$ cat config.mk
export PLATFORM = sky130hd
export DESIGN_NAME = uart_word_tx
export DESIGN_NICKNAME = d
export VERILOG_FILES = /design/src/rtl/uart_word_tx.sv
export SDC_FILE = /design/constraint.sdc
export NUM_CORES = 1
export LEC_CHECK = 0
export CORE_MARGIN = 4
export CORE_UTILIZATION = 37
export CTS_BUF_LIST = sky130_fd_sc_hd__clkbuf_16
export CTS_CLUSTER_DIAMETER = 30
export DETAILED_ROUTE_END_ITERATION = 10
export PLACE_DENSITY = 0.65
export SETUP_SLACK_MARGIN = 0.15
export SYNTH_ARGS = -nofsm -noshare
export SYNTH_HDL_FRONTEND = slang
export SYNTH_SLANG_ARGS = --single-unit
$ cat constraint.sdc
create_clock -name clk -period 3.85 [get_ports clk]
set_input_delay 0.9625 -clock clk [delete_from_list [all_inputs] [get_ports clk]]
set_output_delay 0.9625 -clock clk [all_outputs]
set_load 0.02 [all_outputs]
$ cat src/rtl/uart_word_tx.sv
// rtl/uart_word_tx.sv - word-to-byte serializer feeding a byte-wide UART transmitter
// Define TXW_MSB_FIRST_EN to send the most-significant byte first (default: LSB first).
module uart_word_tx #(
  parameter int NBITS = 32,
  parameter int DBITS = 8
) (
  input  logic             clk,
  input  logic             reset,
  input  logic [NBITS-1:0] tx_Data,
  input  logic             tx_start,
  input  logic             byte_done,
  output logic [DBITS-1:0] o_byte,
  output logic             o_byte_start,
  output logic             tx_done,
  output logic             busy
);

  localparam int NBYTES = NBITS / DBITS;
  localparam int CW = $clog2(NBYTES) + 1;
  localparam logic [CW-1:0] LAST = CW'(NBYTES - 1);

  typedef enum logic [1:0] {IDLE, SEND, WAIT, DONE} state_t;

  state_t           state;
  logic [NBITS-1:0] shreg;
  logic [NBITS-1:0] shreg_next;
  logic [CW-1:0]    cnt;

`ifdef TXW_MSB_FIRST_EN
  assign shreg_next = shreg << DBITS;

  function automatic logic [DBITS-1:0] pick(input logic [NBITS-1:0] w);
    return w[NBITS-1 -: DBITS];
  endfunction
`else
  assign shreg_next = shreg >> DBITS;

  function automatic logic [DBITS-1:0] pick(input logic [NBITS-1:0] w);
    return w[DBITS-1:0];
  endfunction
`endif

  // o_byte is loaded on entry to SEND so it is already valid in the o_byte_start cycle
  always_ff @(posedge clk or negedge reset) begin
    if (!reset) begin
      state        <= IDLE;
      shreg        <= '0;
      cnt          <= '0;
      o_byte       <= '0;
      o_byte_start <= 1'b0;
      tx_done      <= 1'b0;
      busy         <= 1'b0;
    end else begin
      o_byte_start <= 1'b0;
      tx_done      <= 1'b0;
      case (state)
        IDLE: begin
          if (tx_start) begin
            shreg        <= tx_Data;
            cnt          <= '0;
            busy         <= 1'b1;
            o_byte       <= pick(tx_Data);
            o_byte_start <= 1'b1;
            state        <= SEND;
          end
        end
        SEND: state <= WAIT;
        WAIT: begin
          if (byte_done) begin
            shreg <= shreg_next;
            cnt   <= cnt + 1'b1;
            if (cnt == LAST) begin
              tx_done <= 1'b1;
              state   <= DONE;
            end else begin
              o_byte       <= pick(shreg_next);
              o_byte_start <= 1'b1;
              state        <= SEND;
            end
          end
        end
        DONE: begin
          busy  <= 1'b0;
          state <= IDLE;
        end
        default: state <= IDLE;
      endcase
    end
  end

endmodule

* Word level (Yosys, flattened, before mapping) *
Index checks and enable logic that the tools add are counted.

storage, ports and cells
  bits in registers = 48
  input bits = 36
  output and inout bits = 11

operators by class
  reductions and logical operators = 7
  muxes and demuxes = 23
  add/subtract/negate cells = 1
  equal/unequal tests = 7

operators by type and width
  operator                                                                number
  32-bit two-way mux                                                      2
  32-bit one-hot mux with 2 select lines                                  1
  8-bit two-way mux                                                       3
  8-bit one-hot mux with 2 select lines                                   1
  2-bit one-hot mux with 4 select lines                                   1
  1-bit two-way mux                                                       7
  2-bit two-way mux                                                       3
  3-bit two-way mux                                                       2
  2-bit inequality test (second input constant)                           3
  3-bit one-hot mux with 2 select lines                                   1
  2-bit equality test (second input constant)                             2
  1-bit one-hot mux with 2 select lines                                   2
  2-bit AND reduction                                                     2
  4-bit AND reduction                                                     1
  2-bit nonzero test                                                      2
  3-bit by 1-bit adder with 3-bit output (second input constant)          1
  3-bit by 2-bit equality test with 1-bit output (second input constant)  1
  3-bit AND reduction                                                     1
  2-bit by 1-bit equality test with 1-bit output (second input constant)  1
  2-bit zero test                                                         1

* Longest topological paths before layout *
  word-level depth = 4
  depth in mapped cells = 6
  mapped depth without buffers = 5

* Worst setup path before layout *
Ideal clock, no wire load.

  kind = in2reg
  from = input byte_done
  to = register shreg[16]
  required time = 3.725 ns
  stages on the path = 4
  setup time = 0.125 ns
  arrival time = 1.833 ns
  setup slack = 1.893 ns
  path buffers = 1
  cells stage by stage = nand2_1 a21oi_4 buf_4 mux2_2

between the ends
  cells in the longest elaborated chain, start to end = 2

RTL lines
  item                                    RTL line  RTL
  start, declared                         11        input logic byte_done,
  2-bit inequality test (no source line)  n/a
  3-bit AND reduction (no source line)    n/a
  end signal, assigned                    59        shreg <= tx_Data;
  end signal, assigned                    70        shreg <= shreg_next;
  end, declared                           25        logic [NBITS-1:0] shreg;

Every way passes these cells.
A chain may end at the register's enable or synchronous reset.

* Worst setup path after layout *
  from = input tx_start
  to = register shreg[9]

between the ends
  cells in the longest elaborated chain, start to end = 2

RTL lines
  item                                    RTL line  RTL
  start, declared                         10        input logic tx_start,
  2-bit inequality test (no source line)  n/a
  3-bit AND reduction (no source line)    n/a

Every way passes these cells.

==> results.tsv <==
stage	metric	value	unit
global_routing	grt_pass1_wl	7330	µm
route	wl_per_cell	16.4	µm
clock_network	cts-buffers-inserted	5	
pwr	p_leak	0.00114	µW
setup_path	crit_path_end_kind	flip-flop	
pwr	pwr-share-comb	43.4	%
setup_path	cp.required	4.01	ns
setup_path	path_class	primary input to flip-flop	
yosys	seq_area_frac_synth	47.9	%
global_routing	grt.overflow.total	0	
route	avgViaCountPerCell	4.95	
timing	finalMaxSlewViolations	0	
setup_path	cp_cell_sequence	clkdlybuf4s50_1 > nand2b_4 > a21oi_4 > mux2_2	
yosys	yosys.cell_types.count	29	
route	wl_met3	184	µm
timing	rsz0062_at_grt	no	
timing	min_period	2.59	ns
yosys	synthSimpleGateAreaFrac	5.33	%
yosys	avgSynthCellArea	14.0	µm²
yosys	synth_top_family_by_area	multiplexers	
finish	fin_cells	264	
pwr	clock_power_share	18.8	%
route	drt_drc_violations_left	0	
floorplan	start_util	37.9	%
yosys	synthMuxAreaShare	30.5	%
yosys	yosys_warnings	0	
pwr	power.internal	1390	µW
pwr	p_sw	661	µW
route	antenna_left	0	
yosys	syn_inst	149	
clock_network	cts_tree	yes	
placed_design	place_congestion	0.772	
finish	area_growth	28.1	%
floorplan	fp.dieH	83.2	µm
timing	clock_skew	0.00334	ns
clock_network	clock_path_buffers	2	
global_routing	grt_usage	13.3	%
yosys	synthAdderAreaFrac	1.20	%
pwr	total_power	2050	µW
timing	slew_headroom	38.9	%
pwr	switching_share	32.2	%
timing	final-setup-viol-count	0	
clock_network	ctsHoldBuffers	0	
clock_network	cts_sinks	40	
placed_design	placedCellCount	257	
global_routing	grt_pass1_vias	1414	
yosys	synthXorXnorAreaFrac	0	%
placed_design	dp_hpwl	3180	µm
pwr	vdd_drop_max	293	µV
placed_design	post-place-ws	0.928	ns
finish	nets	230	
floorplan	ioPinCount	47	
min_path	hold_class	flip-flop to flip-flop	
yosys	synth-compound-area-share	9.94	%
pwr	powerDensity	768	mW/mm²
timing	fmax	387	MHz
finish	n_antenna_cell	0	
finish	nFillCells	475	
setup_path	max_stage_delay	0.76	ns
route	routed.top_layer	met4	
clock_network	post_cts_buffers	0	
yosys	syn-cell-area	0.00209	mm²
route	m1WireLength	1830	µm
clock_network	clkLatencyLatePin	0.28	ns
clock_network	path_clk_slew	0.06	ns
floorplan	die-area	0.00691	mm²
floorplan	core	0.00551	mm²
setup_path	slowest_stage	clkdlybuf4s50_1	
timing	tightest_slew	0.914	ns
setup_path	cp_max_fo	17	
route	wl	4320	µm
floorplan	die_w	83.2	µm
flow_run	drv_cap	0	
timing	period_share	67.2	%
setup_path	cp.arrival	2.75	ns
status	status	finished, final reports clean	
setup_path	startpoint_type	primary input	
timing	final_hold_viol_count	0	
finish	drive_above_1_share	30.7	%
clock_network	ctsRootBufferMaster	clkbuf_16	
timing	fin_ws	1.26	ns
global_routing	antenna_found_initial	0	
clock_network	cts.repair.resized	0	
timing	finalSetupTns	0	ns
pwr	power_frac_seq	37.8	%
clock_network	ctsHtreeMaxLevel	2	
global_routing	grt_max_degree	41	
route	dr.pass1.iters	4	
yosys	synth-seq-cells	40	
route	vias	1307	
route	wl_met2	2250	µm
floorplan	rows	27	
placed_design	portBuffers	46	
route	drt_first_iter_violations	42	
yosys	synthesis.nets	187	
==> critical path, delay by kind of cell <==
kind	cells	cell delay, ns
buf+inv	1	0.76
compound gates	1	0.50
mux	1	0.40
simple gates	1	0.11
==> synth_stat cells <==
cell type  count  area (µm²)
dfrtp_1       40        1000
mux2_2        25         282
mux2_4        23         345
o2bb2ai_1     10        87.6
nor2b_1        9        56.3
a21oi_1        8        40.0
inv_1          4        15.0
a22o_1         3        26.3
buf_6          3        33.8
o21ai_0        3        15.0
clkbuf_1       2        7.51
ha_1           2        25.0
a21o_1         1        7.51
a21oi_2        1        8.76
a21oi_4        1        16.3
and3_1         1        6.26
buf_1          1        3.75
buf_12         1        20.0
buf_2          1        5.00
buf_4          1        7.51
buf_8          1        15.0
mux2i_1        1        10.0
nand2_1        1        3.75
nand2b_1       1        6.26
nand2b_4       1        13.8
nand3b_1       1        7.51
nor2_1         1        3.75
nor2b_4        1        13.8
o22ai_1        1        6.26
==> power by group through the flow <==
stage          combinational, µW  sequential (µW)  clock (µW)
2_1_floorplan                696              776           0
3_5_place_dp                 904              784           0
4_1_cts                      905              779         398
3_3_place_gp                 868              766           0
5_1_grt                      962              806         416
6_report                     891              777         386
==> area by class of cell <==
type	count	area, µm²	share of cell area (%)
clock buffers	5	125	4.68
multi-input cells	95	981	36.7
flip-flops and latches	40	1000	37.4
repair buffers	46	455	17.0
inverters	4	15.0	0.561
clock inverters	2	8.76	0.327
well taps	72	90.1	3.37
==> stage by stage <==
| step | instance area (µm²) | utilization (%) | hold slack (ns) |
|---|---|---|---|
| 3_5_place_dp | 2540 | 46.2 | 0.494 |
| 6_report | 2680 | 48.6 | 0.509 |
| 3_3_place_gp | 2540 | 46.2 | 0.483 |
| 4_1_cts | 2680 | 48.6 | 0.509 |
| 2_1_floorplan | 2090 | - | 0.466 |
| 5_1_grt | 2680 | 48.6 | 0.530 |
==> cells by family after synthesis <==
family | Yosys count
and+or+nand+nor | 16
AOI/OAI and AO/OA | 28
adders and majority gates | 2
DFF | 40
buffers and inverters | 14
muxes | 49
==> path summary, 6_finish.rpt <==
kind / from / end / cells past startpoint / slack, ns
setup / recovery: tx_start / shreg[9] / 4 / 1.26
hold / removal: o_byte[5] / o_byte[5] / 1 / 0.51
setup reg to reg: state[1] / o_byte[0] / 3 / 1.47
hold reg to reg: o_byte[5] / o_byte[5] / 1 / 0.51
max in group asynchronous: reset / o_byte[2] / 1 / 2.47
min in group asynchronous: reset / o_byte[3] / 1 / 0.81
==> per-layer routing <==
layer | global-route usage (%) | vias up
li1 | - | 625
met1 | 15.7 | 644
met2 | 22.6 | 34
met3 | 3.27 | 4
met4 | 6.24 | 0
met5 | 0 | -
==> cell usage in the layout (no fill, tap or decap), types with 2 or more instances in the layout <==
| cell | netlist | layout |
|---|---|---|
| ha_1 | 2 | 2 |
| o21ai_0 | 3 | 3 |
| clkbuf_16 | 0 | 5 |
| mux2_4 | 23 | 23 |
| o2bb2ai_1 | 10 | 10 |
| clkdlybuf4s50_1 | 0 | 45 |
| nor2b_1 | 9 | 9 |
| inv_1 | 4 | 5 |
| a21oi_1 | 8 | 8 |
| a22o_1 | 3 | 3 |
| dfrtp_1 | 40 | 40 |
| mux2_2 | 25 | 25 |
==> registers in the layout, indices dropped and copies added, names as in the netlist <==
register,cells
shreg,24
o_byte_start,1
state,2
cnt,3
tx_done,1
o_byte,8
busy,1
Note: power is estimated with default switching activity, not from simulation.
